$ cat src/rtl/vga_pkg.sv
// Shared types and constants for the video SRAM read bridge.
package vga_pkg;

    localparam logic [31:0] VIDMEM_DEFAULT = 32'h00c00000;
    localparam int unsigned SRAM_AW        = 20;
    localparam int unsigned OFF_W          = SRAM_AW - 1;
    localparam int unsigned WAIT_W         = 3;
    localparam int unsigned PIX_W          = 24;
    localparam int unsigned HW_W           = 16;

    typedef enum logic [2:0] {
        ST_IDLE  = 3'd0,
        ST_LO    = 3'd1,
        ST_HI    = 3'd2,
        ST_DONE  = 3'd3,
        ST_PF_LO = 3'd4,
        ST_PF_HI = 3'd5
    } state_e;

    // Pixel word address lies inside the 2^19-pixel window starting at base.
    function automatic logic in_window(input logic [31:0] addr, input logic [31:0] base);
        return (addr - base) < (32'd1 << OFF_W);
    endfunction

    // SRAM halfword address of the low (hi=0) or high (hi=1) half of a pixel.
    function automatic logic [SRAM_AW-1:0] hw_addr(input logic [31:0] addr,
                                                   input logic [31:0] base,
                                                   input logic        hi);
        return {OFF_W'(addr - base), hi};
    endfunction

    // {R,G,B}: red from the low byte of the high half, G:B from the low half.
    function automatic logic [PIX_W-1:0] pack_pixel(input logic [7:0]      red,
                                                    input logic [HW_W-1:0] green_blue);
        return {red, green_blue};
    endfunction

endpackage

$ cat src/rtl/vga_sram_phase.sv
// Halfword phase timer: strobes on the last cycle an SRAM address is held.
module vga_sram_phase
    import vga_pkg::*;
#(
    parameter int unsigned WAIT_CYCLES = 1
) (
    input  logic vga_clock,
    input  logic reset_n,
    input  logic active,
    input  logic restart,
    output logic sample_c
);

    localparam logic [WAIT_W-1:0] LAST = WAIT_W'(WAIT_CYCLES);

    logic [WAIT_W-1:0] cnt_q;
    logic [WAIT_W-1:0] cnt_d;

    assign sample_c = active && (cnt_q == LAST);

    // Count held cycles; rewind at phase end, when idle, or on an aborted phase.
    always_comb begin
        cnt_d = cnt_q;
        if (restart || !active || sample_c) begin
            cnt_d = '0;
        end else begin
            cnt_d = cnt_q + WAIT_W'(1);
        end
    end

    // Counter register.
    always_ff @(posedge vga_clock or negedge reset_n) begin
        if (!reset_n) begin
            cnt_q <= '0;
        end else begin
            cnt_q <= cnt_d;
        end
    end

endmodule

$ cat src/rtl/vga_sram_bridge.sv
// Framebuffer-fetcher read port onto a 16-bit async video SRAM, with a
// one-entry next-pixel prefetch buffer.
module vga_sram_bridge
    import vga_pkg::*;
#(
    parameter logic [31:0] VIDMEM      = VIDMEM_DEFAULT,
    parameter int unsigned WAIT_CYCLES = 1,
    parameter bit          PREFETCH    = 1'b1
) (
    input  logic               vga_clock,
    input  logic               reset_n,
    input  logic               bus_read,
    input  logic [31:0]        address,
    output logic               bus_wait,
    output logic [PIX_W-1:0]   data,
    output logic [SRAM_AW-1:0] sram_addr,
    input  logic [HW_W-1:0]    sram_dq,
    output logic               sram_ce_n,
    output logic               sram_oe_n,
    output logic               sram_we_n
);

    state_e             state_q,      state_d;
    logic [31:0]        req_addr_q,   req_addr_d;
    logic [PIX_W-1:0]   data_q,       data_d;
    logic [HW_W-1:0]    lo_q,         lo_d;
    logic [31:0]        pf_addr_q,    pf_addr_d;
    logic [PIX_W-1:0]   pf_data_q,    pf_data_d;
    logic               pf_valid_q,   pf_valid_d;
    logic               pf_pending_q, pf_pending_d;
    logic               cvt_q,        cvt_d;
    logic               sched_q,      sched_d;
    logic [SRAM_AW-1:0] sram_addr_q,  sram_addr_d;
    logic               sram_ce_n_q,  sram_ce_n_d;

    logic               hit_c;
    logic               active_c;
    logic               restart_c;
    logic               sample_c;
    logic [PIX_W-1:0]   pix_c;
    logic [31:0]        next_addr_c;

    assign hit_c       = pf_valid_q && (address == pf_addr_q);
    assign active_c    = state_q inside {ST_LO, ST_HI, ST_PF_LO, ST_PF_HI};
    assign pix_c       = pack_pixel(sram_dq[7:0], lo_q);
    assign next_addr_c = req_addr_q + 32'd1;

    assign bus_wait  = bus_read && !((state_q == ST_DONE) || ((state_q == ST_IDLE) && hit_c));
    assign data      = ((state_q == ST_IDLE) && hit_c) ? pf_data_q : data_q;
    assign sram_addr = sram_addr_q;
    assign sram_ce_n = sram_ce_n_q;
    assign sram_oe_n = sram_ce_n_q;
    assign sram_we_n = 1'b1;

    vga_sram_phase #(
        .WAIT_CYCLES (WAIT_CYCLES)
    ) u_phase (
        .vga_clock (vga_clock),
        .reset_n   (reset_n),
        .active    (active_c),
        .restart   (restart_c),
        .sample_c  (sample_c)
    );

    // Next-state, request/prefetch bookkeeping, and SRAM pins for the state being entered.
    always_comb begin
        state_d      = state_q;
        req_addr_d   = req_addr_q;
        data_d       = data_q;
        lo_d         = lo_q;
        pf_addr_d    = pf_addr_q;
        pf_data_d    = pf_data_q;
        pf_valid_d   = pf_valid_q;
        pf_pending_d = pf_pending_q;
        cvt_d        = cvt_q;
        sched_d      = sched_q;
        restart_c    = 1'b0;
        sram_addr_d  = sram_addr_q;
        sram_ce_n_d  = 1'b1;

        unique case (state_q)
            ST_IDLE: begin
                if (bus_read) begin
                    if (hit_c) begin
                        data_d     = pf_data_q;
                        pf_valid_d = 1'b0;
                        req_addr_d = address;
                        sched_d    = 1'b1;
                        state_d    = ST_DONE;
                    end else if (!in_window(address, VIDMEM)) begin
                        data_d  = '0;
                        sched_d = 1'b0;
                        state_d = ST_DONE;
                    end else begin
                        req_addr_d   = address;
                        pf_pending_d = 1'b0;
                        state_d      = ST_LO;
                    end
                end else if (pf_pending_q) begin
                    state_d = ST_PF_LO;
                end
            end
            ST_LO: begin
                if (sample_c) begin
                    lo_d    = sram_dq;
                    state_d = ST_HI;
                end
            end
            ST_HI: begin
                if (sample_c) begin
                    data_d  = pix_c;
                    sched_d = 1'b1;
                    state_d = ST_DONE;
                end
            end
            ST_DONE: begin
                if (!bus_read) begin
                    state_d = ST_IDLE;
                    sched_d = 1'b0;
                    if (sched_q) begin
                        pf_valid_d = 1'b0;
                        if (PREFETCH && in_window(next_addr_c, VIDMEM)) begin
                            pf_addr_d    = next_addr_c;
                            pf_pending_d = 1'b1;
                        end
                    end
                end
            end
            ST_PF_LO, ST_PF_HI: begin
                if (bus_read && !cvt_q && (address != pf_addr_q)) begin
                    // Demand for another pixel: drop the speculative read at once.
                    pf_pending_d = 1'b0;
                    restart_c    = 1'b1;
                    if (in_window(address, VIDMEM)) begin
                        req_addr_d = address;
                        state_d    = ST_LO;
                    end else begin
                        data_d  = '0;
                        sched_d = 1'b0;
                        state_d = ST_DONE;
                    end
                end else begin
                    if (bus_read) begin
                        cvt_d = 1'b1;
                    end
                    if (sample_c) begin
                        if (state_q == ST_PF_LO) begin
                            lo_d    = sram_dq;
                            state_d = ST_PF_HI;
                        end else begin
                            pf_pending_d = 1'b0;
                            cvt_d        = 1'b0;
                            if (cvt_q || bus_read) begin
                                data_d     = pix_c;
                                pf_valid_d = 1'b0;
                                req_addr_d = pf_addr_q;
                                sched_d    = 1'b1;
                                state_d    = ST_DONE;
                            end else begin
                                pf_data_d  = pix_c;
                                pf_valid_d = 1'b1;
                                state_d    = ST_IDLE;
                            end
                        end
                    end
                end
            end
            default: begin
                state_d = ST_IDLE;
            end
        endcase

        unique case (state_d)
            ST_LO: begin
                sram_addr_d = hw_addr(req_addr_d, VIDMEM, 1'b0);
                sram_ce_n_d = 1'b0;
            end
            ST_HI: begin
                sram_addr_d = hw_addr(req_addr_d, VIDMEM, 1'b1);
                sram_ce_n_d = 1'b0;
            end
            ST_PF_LO: begin
                sram_addr_d = hw_addr(pf_addr_d, VIDMEM, 1'b0);
                sram_ce_n_d = 1'b0;
            end
            ST_PF_HI: begin
                sram_addr_d = hw_addr(pf_addr_d, VIDMEM, 1'b1);
                sram_ce_n_d = 1'b0;
            end
            default: begin
                sram_ce_n_d = 1'b1;
            end
        endcase
    end

    // State, datapath and SRAM pin registers.
    always_ff @(posedge vga_clock or negedge reset_n) begin
        if (!reset_n) begin
            state_q      <= ST_IDLE;
            req_addr_q   <= '0;
            data_q       <= '0;
            lo_q         <= '0;
            pf_addr_q    <= '0;
            pf_data_q    <= '0;
            pf_valid_q   <= 1'b0;
            pf_pending_q <= 1'b0;
            cvt_q        <= 1'b0;
            sched_q      <= 1'b0;
            sram_addr_q  <= '0;
            sram_ce_n_q  <= 1'b1;
        end else begin
            state_q      <= state_d;
            req_addr_q   <= req_addr_d;
            data_q       <= data_d;
            lo_q         <= lo_d;
            pf_addr_q    <= pf_addr_d;
            pf_data_q    <= pf_data_d;
            pf_valid_q   <= pf_valid_d;
            pf_pending_q <= pf_pending_d;
            cvt_q        <= cvt_d;
            sched_q      <= sched_d;
            sram_addr_q  <= sram_addr_d;
            sram_ce_n_q  <= sram_ce_n_d;
        end
    end

endmodule

$ cat config.mk
export PLATFORM = sky130hd
export DESIGN_NAME = vga_sram_bridge
export DESIGN_NICKNAME = d
export VERILOG_FILES = /design/src/rtl/vga_pkg.sv /design/src/rtl/vga_sram_phase.sv /design/src/rtl/vga_sram_bridge.sv
export SDC_FILE = /design/constraint.sdc
export NUM_CORES = 1
export LEC_CHECK = 0
export CORE_ASPECT_RATIO = 1.2
export CORE_MARGIN = 2
export CORE_UTILIZATION = 57
export CTS_CLUSTER_SIZE = 8
export DETAILED_ROUTE_END_ITERATION = 8
export PLACE_DENSITY_LB_ADDON = 0.15
export SYNTH_ARGS = -nofsm -noshare
export SYNTH_HDL_FRONTEND = slang
export SYNTH_HIERARCHICAL = 1
export SYNTH_SLANG_ARGS = --single-unit
$ cat constraint.sdc
create_clock -name vga_clock -period 4.5 [get_ports vga_clock]
set_input_delay 0.9 -clock vga_clock [delete_from_list [all_inputs] [get_ports vga_clock]]
set_output_delay 0.9 -clock vga_clock [all_outputs]
set_load 0.05 [all_outputs]
### Yosys cells after proc, flatten, opt, wreduce, memory -nomap -nowiden

Cells that the tools add are included.

* input port bits: 51
* output and inout bits: 48
* word-level logic and storage cells: 157
* bits in registers: 159

* bitwise gates (word level): 3
* eq/ne operators: 28
* muxes and demuxes: 76
* add/subtract/negate cells: 6
* order comparisons: 2
* reductions and logical operators: 29

Operators by type and width (number)
* $mux 32: 11
* $mux 24: 9
* $pmux 20 s4: 1
* $pmux 24 s3: 1
* $lt 32x20->1 const B: 2
* $mux 16: 4
* $pmux 32 s2: 1
* $sub 32x24->32 const B: 2
* $sub 19x1->19 const B: 2
* $add 32x1->32 const B: 1
* $eq 32x32->1: 1
* $mux 1: 32
* $ne 32x32->1: 1
* $pmux 16 s2: 1
* $mux 3: 9
* $ne 2x2->1 const B: 8
* $pmux 3 s5: 1
* $eq 3x3->1 const B: 4
* $reduce_bool 4->1: 3
* $ne 2x1->1 const B: 5
* $reduce_and 5->1: 2
* $eq 3x1->1 const B: 3
* $eq 3x2->1 const B: 3
* $reduce_and 9->1: 1
* other kinds (19): 36

### Depth between registers and ports, before layout

Gate-level depths: netlist of run 1.

* word-level depth: 9
* mapped depth: 15
* gate-level depth less buffers: 12

### Modules after synthesis

Netlist of run 1, hierarchy kept.

Modules (own cells, without submodules)
* vga_sram_bridge: times used 1, area each 8689.6 µm², seq. area each 3905.0 µm², cells an instance 844
* vga_sram_phase: times used 1, area each 156.4 µm², seq. area each 75.1 µm², cells an instance 14

### Worst setup path after synthesis of run 1

No wires, ideal clock.

* path type: input port to output port
* start point: input address[0]
* end point: output data[10]
* stages: 7
* setup slack: 0.854 ns
* required time: 3.600 ns
* path buffers: 1
* arrival time: 2.746 ns
* cells stage by stage: xor2_1 -> nor4_1 -> nand4_1 -> nor3_1 -> nand2_1 -> clkbuf_1 -> mux2_2

* longest elaborated chain between the ends: 4

Ends and longest elaborated chain
* start, declared: line vga_sram_bridge.sv:13 `input logic [31:0] address,`
* $eq 32x32->1: line vga_sram_bridge.sv:43 `assign hit_c = pf_valid_q && (address == pf_addr_q);`
* $logic_and 1x1->1: line vga_sram_bridge.sv:43
* $logic_and 1x1->1: line vga_sram_bridge.sv:49 `assign data = ((state_q == ST_IDLE) && hit_c) ? pf_data_q : data_q;`
* $mux 24: line vga_sram_bridge.sv:49
* end, declared: line vga_sram_bridge.sv:15 `output logic [PIX_W-1:0] data,`

No other way between the ends.

### Worst setup path after layout of run 1

* start point: input address[23]
* end point: output bus_wait

* longest elaborated chain between the ends: 6

Ends and longest elaborated chain
* $eq 32x32->1: line vga_sram_bridge.sv:43
* $logic_and 1x1->1: line vga_sram_bridge.sv:43
* $logic_and 1x1->1: line vga_sram_bridge.sv:48 `assign bus_wait = bus_read && !((state_q == ST_DONE) || ((state_q == ST_IDLE) && hit_c));`
* $logic_or 1x1->1: line vga_sram_bridge.sv:48
* $logic_not 1->1: line vga_sram_bridge.sv:48
* $logic_and 1x1->1: line vga_sram_bridge.sv:48
* end, declared: line vga_sram_bridge.sv:14 `output logic bus_wait,`

No other way between the ends.

==> key figures, run 1 <==
Run status
  – Status: finished, final reports clean

Setup path
  – Crit-path cells: clkdlybuf4s50_1 -> xor2_1 -> nor4_1 -> nand4_1 -> buf_4 -> nor2_1 -> nand2_1 -> or3_1 -> a21oi_1 -> nor2_1 -> buf_4
  – Startpoint Class: primary input
  – Worst Path Class, Setup: primary input to output port
  – Max incr delay on CP: 520 ps
  – Crit-path slowest cell: nor4_1
  – Buffers & Inverters on Critical Path: 3
  – CP top delay family: simple AND/OR/NAND/NOR gates
  – CP arrival: 3470 ps
  – Critical Path Fanout Max: 4
  – CP Data Required Time: 3600 ps
  – Crit end category: output port

Detailed routing
  – WL met3: 1790 um
  – WL final: 24500 um
  – 1st-pass router iterations: 6
  – 1st-iter DRT viols: 969
  – Met1 Wirelength: 9680 um
  – Via Count: 7614
  – DRC: 0
  – Met2 wire len: 12200 um
  – Vias/cell: 6.54
  – Post-DR wirelength/cell: 21.0 um
  – DR top layer: met4
  – Post-route antenna net violation count: 0

Synth
  – Mapped cell area: 8850 um2
  – Post-synth EDFFs: 0
  – Ys async rst share: 1.00
  – Mapped Avg Cell Area: 10.3 um2
  – Register bit total from synthesis: 159
  – Seq/Total Area, Yosys: 0.450
  – Gate Count Post-Synth: 858
  – Yosys cell types: 67
  – Main synth FF type: dfrtp_1
  – Ys Warns: 6
  – Syn_nets: 912

Timing
  – Tmin final: 4370 ps
  – Fin Setup TNS: 0 ps
  – Hold Vio Cnt, Final: 0
  – Final hold slack: 475 ps
  – Max Freq: 229 MHz
  – Clock Skew: 9.29 ps
  – Max-slew violations: 0
  – Least-Margin Pin Slew: 1220 ps
  – Final setup violation count: 0
  – Relative slew slack: 0.187
  – Fin crit share: 0.970
  – Unrepaired setup endpoints after global routing: false

GRT
  – Pin count of the biggest net entering global routing: 91
  – Grt total ovfl: 0
  – Antenna violations before repair: 0
  – Global Route Usage Sum: 0.302
  – Vias in the first global route: 7663
  – First-pass GRT wire length: 40000 um

Place
  – Final GP Congestion: 0.885
  – Dpl hpwl: 16200 um
  – I/O Buffers: 97

Clocking
  – Clock Path Buffers: 2
  – Htree depth: 4
  – Cts hold-fix bufs: 0
  – Clk_lat worst skew: 430 ps
  – TritonCTS buffer count: 17
  – Clock root buffer: clkbuf_16
  – Sink Count: 159
  – Reg clk slew, reported paths: 70 ps
  – CTS tree: built

Finish
  – Share of layout cells above drive strength 1: 0.186
  – Nets: 1001
  – Layout area overhead: 23.8%
  – Antenna cells: 0

Die
  – I/O pin count: 99
  – Core box area: 15100 um2
  – Chip width: 118 um
  – Die height: 140 um
  – Die ar.: 16500 um2
  – Initial core utilization: 0.587
  – FP Rows: 49

Power
  – P per Cell Area: 567 nW/um2
  – Leakage: 0.00527 uW
  – Worst ir drop on vdd: 0.000466 V

Worst hold path
  – HP Class: flop to flop

Flow run
  – Max Cap Viol: 0
[state kept, by name, indices dropped and copies added (netlist names)]
| register | flops |
|---|---|
| u_phase/cnt_q | 3 |
| cvt_q | 1 |
| pf_addr_q | 32 |
| state_q | 3 |
| sram_ce_n | 1 |
| lo_q | 16 |
| data_q | 24 |
| pf_pending_q | 1 |
| sched_q | 1 |
| sram_addr | 20 |
| pf_data_q | 24 |
| pf_valid_q | 1 |
| req_addr_q | 32 |
[area by class of cell]
class | count | area (um2)
Fill cell | 1134 | 4130
Sequential cell | 159 | 3980
Multi-Input combinational cell | 631 | 4590
Timing Repair Buffer | 124 | 1450
Inverter | 14 | 52.6
Tap cell | 204 | 255
Clock inverter | 15 | 198
Clock buffer | 17 | 425
[what timing repair did]
action,in CTS,in global routing
setup buffers,0,0
setup endpoints to repair,0,25
gates resized for setup,0,1
hold endpoints to repair,0,0
[where the power goes]
part	switching (uW)	leakage, uW	internal (uW)	total [uW]
Combinational	1530	0.00283	1210	2740
Clock	652	0.000305	894	1550
Sequential	196	0.00214	1730	1920
[placed cells by master (no fill, tap or decap), types with 12 or more instances in the layout]
master,count
buf_12,27
a21oi_1,35
a21o_1,37
inv_1,13
a22o_1,34
mux2_4,15
o221ai_1,13
a311oi_1,12
o211ai_1,17
nand2_1,78
xor2_1,39
nor2_1,63
clkbuf_16,17
dfrtp_1,158
clkdlybuf4s50_1,71
nand3_1,23
o2bb2ai_1,23
mux2_2,67
buf_4,25
and2_1,15
[layer usage]
metal / up-vias / GRT usage
met5: - / 0
met4: 0 / 0.136
met3: 77 / 0.0594
met2: 382 / 0.509
met1: 3785 / 0.377
li1: 3370 / -
[worst paths after layout]
check,startpoint,cells past startpoint,slack (ps),to
setup / recovery,address[23],11,130,bus_wait
min in group asynchronous,reset_n,1,510,req_addr_q[22]
hold reg to reg,data_q[15],1,470,data_q[15]
max in group asynchronous,reset_n,2,2950,pf_data_q[7]
setup reg to reg,req_addr_q[0],10,750,pf_addr_q[3]
hold / removal,data_q[15],1,470,data_q[15]
[metrics by stage]
step / total power, uW / setup slack, ps / instance area [um2] / std cells / utilization
detailed placement: 4690 / 130 / 10300 / 1132 / 0.684
CTS: 6240 / 25.9 / 10900 / 1164 / 0.726
global placement: 4610 / 167 / 10300 / 1132 / 0.684
finish: 6210 / 134 / 11000 / 1164 / 0.726
floorplan: 3640 / 854 / 8850 / 858 / -
global route: 6500 / 7.96 / 11000 / 1164 / 0.726
[cell families after synthesis]
logic type      count (synthesis)  synth area share
simple gates                  249             0.137
compound gates                242             0.210
flops                         159             0.450
mux                            86             0.115
buf+inv                        68            0.0335
xor+xnor                       50            0.0495
fa+ha+maj                       3           0.00424
other cells                     1          0.000424
[cells in the mapped netlist, types with 3 or more instances]
| library cell | count | area [um2] |
|---|---|---|
| a21o_1 | 37 | 278 |
| a21oi_1 | 36 | 180 |
| a221o_1 | 9 | 90.1 |
| a22o_1 | 34 | 298 |
| a22oi_1 | 3 | 22.5 |
| a311o_1 | 8 | 80.1 |
| a311oi_1 | 12 | 105 |
| a31oi_1 | 3 | 18.8 |
| and2_1 | 15 | 93.8 |
| and3_1 | 10 | 62.6 |
| and4_1 | 3 | 26.3 |
| clkbuf_1 | 46 | 173 |
| dfrtp_1 | 158 | 3950 |
| ha_1 | 3 | 37.5 |
| inv_1 | 13 | 48.8 |
| mux2_2 | 67 | 754 |
| mux2_4 | 15 | 225 |
| mux2i_1 | 4 | 40.0 |
| nand2_1 | 78 | 293 |
| nand2b_1 | 7 | 43.8 |
| nand3_1 | 23 | 115 |
| nand4_1 | 11 | 68.8 |
| nor2_1 | 63 | 236 |
| nor2b_1 | 3 | 18.8 |
| nor3_1 | 11 | 55.1 |
| nor4_1 | 10 | 62.6 |
| o2111ai_1 | 8 | 70.1 |
| o211ai_1 | 17 | 128 |
| o21a_1 | 10 | 75.1 |
| o21ai_0 | 12 | 60.1 |
| o221ai_1 | 14 | 123 |
| o22ai_1 | 3 | 18.8 |
| o2bb2ai_1 | 23 | 201 |
| xnor2_1 | 11 | 96.3 |
| xor2_1 | 39 | 342 |
Note: power is estimated with default switching activity, not from simulation.
==> run 2, diff against run 1 <==
--- a/config.mk
+++ b/config.mk
@@ -7,10 +7,11 @@
 export LEC_CHECK = 0
 export CORE_ASPECT_RATIO = 1.2
 export CORE_MARGIN = 2
-export CORE_UTILIZATION = 57
+export CORE_UTILIZATION = 30
 export CTS_CLUSTER_SIZE = 8
 export DETAILED_ROUTE_END_ITERATION = 8
 export PLACE_DENSITY_LB_ADDON = 0.15
+export SLEW_MARGIN = 20
 export SYNTH_ARGS = -nofsm -noshare
 export SYNTH_HDL_FRONTEND = slang
 export SYNTH_HIERARCHICAL = 1
==> key figures, run 2 (same netlist as run 1, synthesis figures left out) <==
Run status
  – Status: finished, final reports clean (unchanged)

Detailed routing
  – DRC: 0 (unchanged)
  – 1st-iter DRT viols: 373 (was 969)
  – Vias/cell: 5.32 (was 6.54)
  – Via Count: 7272 (was 7614)
  – Post-route antenna net violation count: 0 (unchanged)
  – 1st-pass router iterations: 5 (was 6)
  – Post-DR wirelength/cell: 19.7 um (was 21.0 um)
  – WL final: 26900 um (was 24500 um)

Die
  – Die height: 192 um (was 140 um)
  – Chip width: 161 um (was 118 um)
  – Core box area: 28900 um2 (was 15100 um2)
  – I/O pin count: 99 (unchanged)
  – Die ar.: 30900 um2 (was 16500 um2)
  – Initial core utilization: 0.306 (was 0.587)
  – FP Rows: 68 (was 49)

Setup path
  – CP Data Required Time: 3600 ps (about the same)
  – Startpoint Class: primary input (unchanged)
  – Crit end category: output port (unchanged)
  – Critical Path Fanout Max: 24 (was 4)
  – CP arrival: 3390 ps (was 3470 ps)
  – Crit Reg-Reg Endpoint: pf_addr_q[14] (was pf_addr_q[3])
  – Reg2reg path depth: 9 (was 10)
  – Slack of the worst reg-to-reg path: 960 ps (was 750 ps)
  – Crit-path slowest cell: clkdlybuf4s50_1 (was nor4_1)
  – Crit-path cells: clkdlybuf4s50_1 -> xor2_1 -> nor4_1 -> buf_4 -> nand4_1 -> buf_4 -> nor3_2 -> nand2_1 -> buf_12 -> mux2_2 -> buf_12 (was clkdlybuf4s50_1 -> xor2_1 -> nor4_1 -> nand4_1 -> buf_4 -> nor2_1 -> nand2_1 -> or3_1 -> a21oi_1 -> nor2_1 -> buf_4)
  – Buffers & Inverters on Critical Path: 5 (was 3)
  – Max incr delay on CP: 480 ps (was 520 ps)
  – Worst Path Class, Setup: primary input to output port (unchanged)
  – Origin of the critical flop-to-flop path: req_addr_q[12] (was req_addr_q[0])
  – CP top delay family: buffers and inverters (was simple AND/OR/NAND/NOR gates)

GRT
  – Grt total ovfl: 0 (unchanged)
  – Met3 Use GR: 0.0330 (was 0.0594)
  – GRT met2 Usage: 0.304 (was 0.509)
  – Grt met1 use: 0.236 (was 0.377)
  – Vias in the first global route: 7312 (was 7663)
  – Pin count of the biggest net entering global routing: 93 (was 91)
  – Antenna violations before repair: 1 (was 0)
  – Most crowded layer after global routing: met2 (unchanged)
  – Global Route Usage Sum: 0.179 (was 0.302)
  – First-pass GRT wire length: 43000 um (was 40000 um)

Timing
  – Final setup violation count: 0 (unchanged)
  – Relative slew slack: 0.546 (was 0.187)
  – Least-Margin Pin Slew: 682 ps (was 1220 ps)
  – Max-slew violations: 0 (unchanged)
  – Clock Skew: 12.2 ps (was 9.29 ps)
  – Tmin final: 4290 ps (was 4370 ps)
  – Fin crit share: 0.954 (was 0.970)
  – Max Freq: 233 MHz (was 229 MHz)
  – Hold Vio Cnt, Final: 0 (unchanged)
  – Unrepaired setup endpoints after global routing: false (unchanged)
  – Fin Setup TNS: 0 ps (unchanged)

Clocking
  – TritonCTS buffer count: 17 (unchanged)
  – Clock root buffer: clkbuf_16 (unchanged)
  – CTS tree: built (unchanged)
  – Htree depth: 4 (unchanged)
  – Cts hold-fix bufs: 0 (unchanged)
  – Clock Path Buffers: 2 (unchanged)
  – Reg clk slew, reported paths: 70 ps (about the same)
  – Clk_lat worst skew: 440 ps (was 430 ps)
  – Sink Count: 159 (unchanged)

Place
  – Final GP Congestion: 0.856 (was 0.885)
  – Dpl hpwl: 18100 um (was 16200 um)
  – I/O Buffers: 97 (unchanged)
  – Placed insts: 1336 (was 1132)

Worst hold path
  – HP Class: primary input to async pin (was flop to flop)

Finish
  – Most frequent cells in the layout: dfrtp_1 (158), nand2_1 (78), clkdlybuf4s50_1 (71) (unchanged)
  – Final non-filler cell total: 1368 (was 1164)
  – Most common cell after layout, fill and taps aside: dfrtp_1 (unchanged)
  – Share of layout cells above drive strength 1: 0.209 (was 0.186)
  – Layout area overhead: 28.5% (was 23.8%)
  – Biggest regs: pf_addr_q (32), req_addr_q (32) (unchanged)
  – Nets: 1024 (was 1001)
  – # fillers: 2899 (was 1134)
  – Antenna cells: 0 (unchanged)

Power
  – Leakage: 0.00538 uW (was 0.00527 uW)
  – P per Cell Area: 542 nW/um2 (was 567 nW/um2)
  – Total power: 6160 uW (was 6210 uW)
  – Worst ir drop on vdd: 0.000375 V (was 0.000466 V)

Flow run
  – Max Cap Viol: 0 (unchanged)
[run 2: power breakdown]
group	internal (uW)	leakage (uW)	total, uW	switching [uW]
Clock	797	0.000285	1480	686
Combinational	1230	0.00296	2740	1510
Sequential	1730	0.00214	1940	218
Total	3750	0.00538	6160	2410
[run 2: worst max-delay path by stage]
stage                     slack [ps]  endpoint         from  cells past startpoint
after CTS                         40  data[11]  address[12]                     10
after detailed placement          80  data[11]  address[12]                     10
after floorplan                  850  data[10]   address[0]                      7
final                            210  data[11]   address[0]                     11
after global routing              50  bus_wait  address[12]                     11
after global placement           120   data[5]   address[0]                     11
[run 2: final cells by class]
cell class              count  area (um2)  share of cell area
clock inverters            14         145              0.0128
multi-input cells         631        4600               0.404
clock buffers              18         439              0.0386
repair buffers            147        1670               0.147
well taps                 385         482              0.0424
flip-flops and latches    159        3980               0.350
inverters                  14        52.6             0.00462
[run 2: timing repair]
| item | in CTS | in global routing |
|---|---|---|
| setup endpoints to repair | 0 | 25 |
| endpoints found under the hold margin | 0 | 0 |
| resized for setup | 0 | 2 |
| setup buffers | 0 | 0 |
[run 2: stage by stage]
step | utilization | setup WS (ps) | cell area, um2 | hold slack (ps)
floorplan | - | 854 | 8850 | 444
global placement | 0.372 | 120 | 10800 | 462
detailed placement | 0.372 | 82.9 | 10800 | 460
CTS | 0.393 | 37.2 | 11400 | 476
global route | 0.393 | 47.2 | 11400 | 494
finish | 0.393 | 207 | 11400 | 448
[run 2: worst register-to-register path, delay by kind of cell (launching register included)]
| family | cells | cell delay [ps] |
|---|---|---|
| AOI/OAI and AO/OA | 3 | 510 |
| buffers and inverters | 1 | 340 |
| DFF | 1 | 500 |
| muxes | 1 | 350 |
| and+or+nand+nor | 4 | 1730 |
[run 2: routing by layer]
| layer | part of all wire | routed length (um) |
|---|---|---|
| met1 | 0.46 | 12300 |
| met2 | 0.49 | 13200 |
| met4 | 0.010 | 272 |
| met5 | 0.00026 | 7 |
| met3 | 0.045 | 1210 |
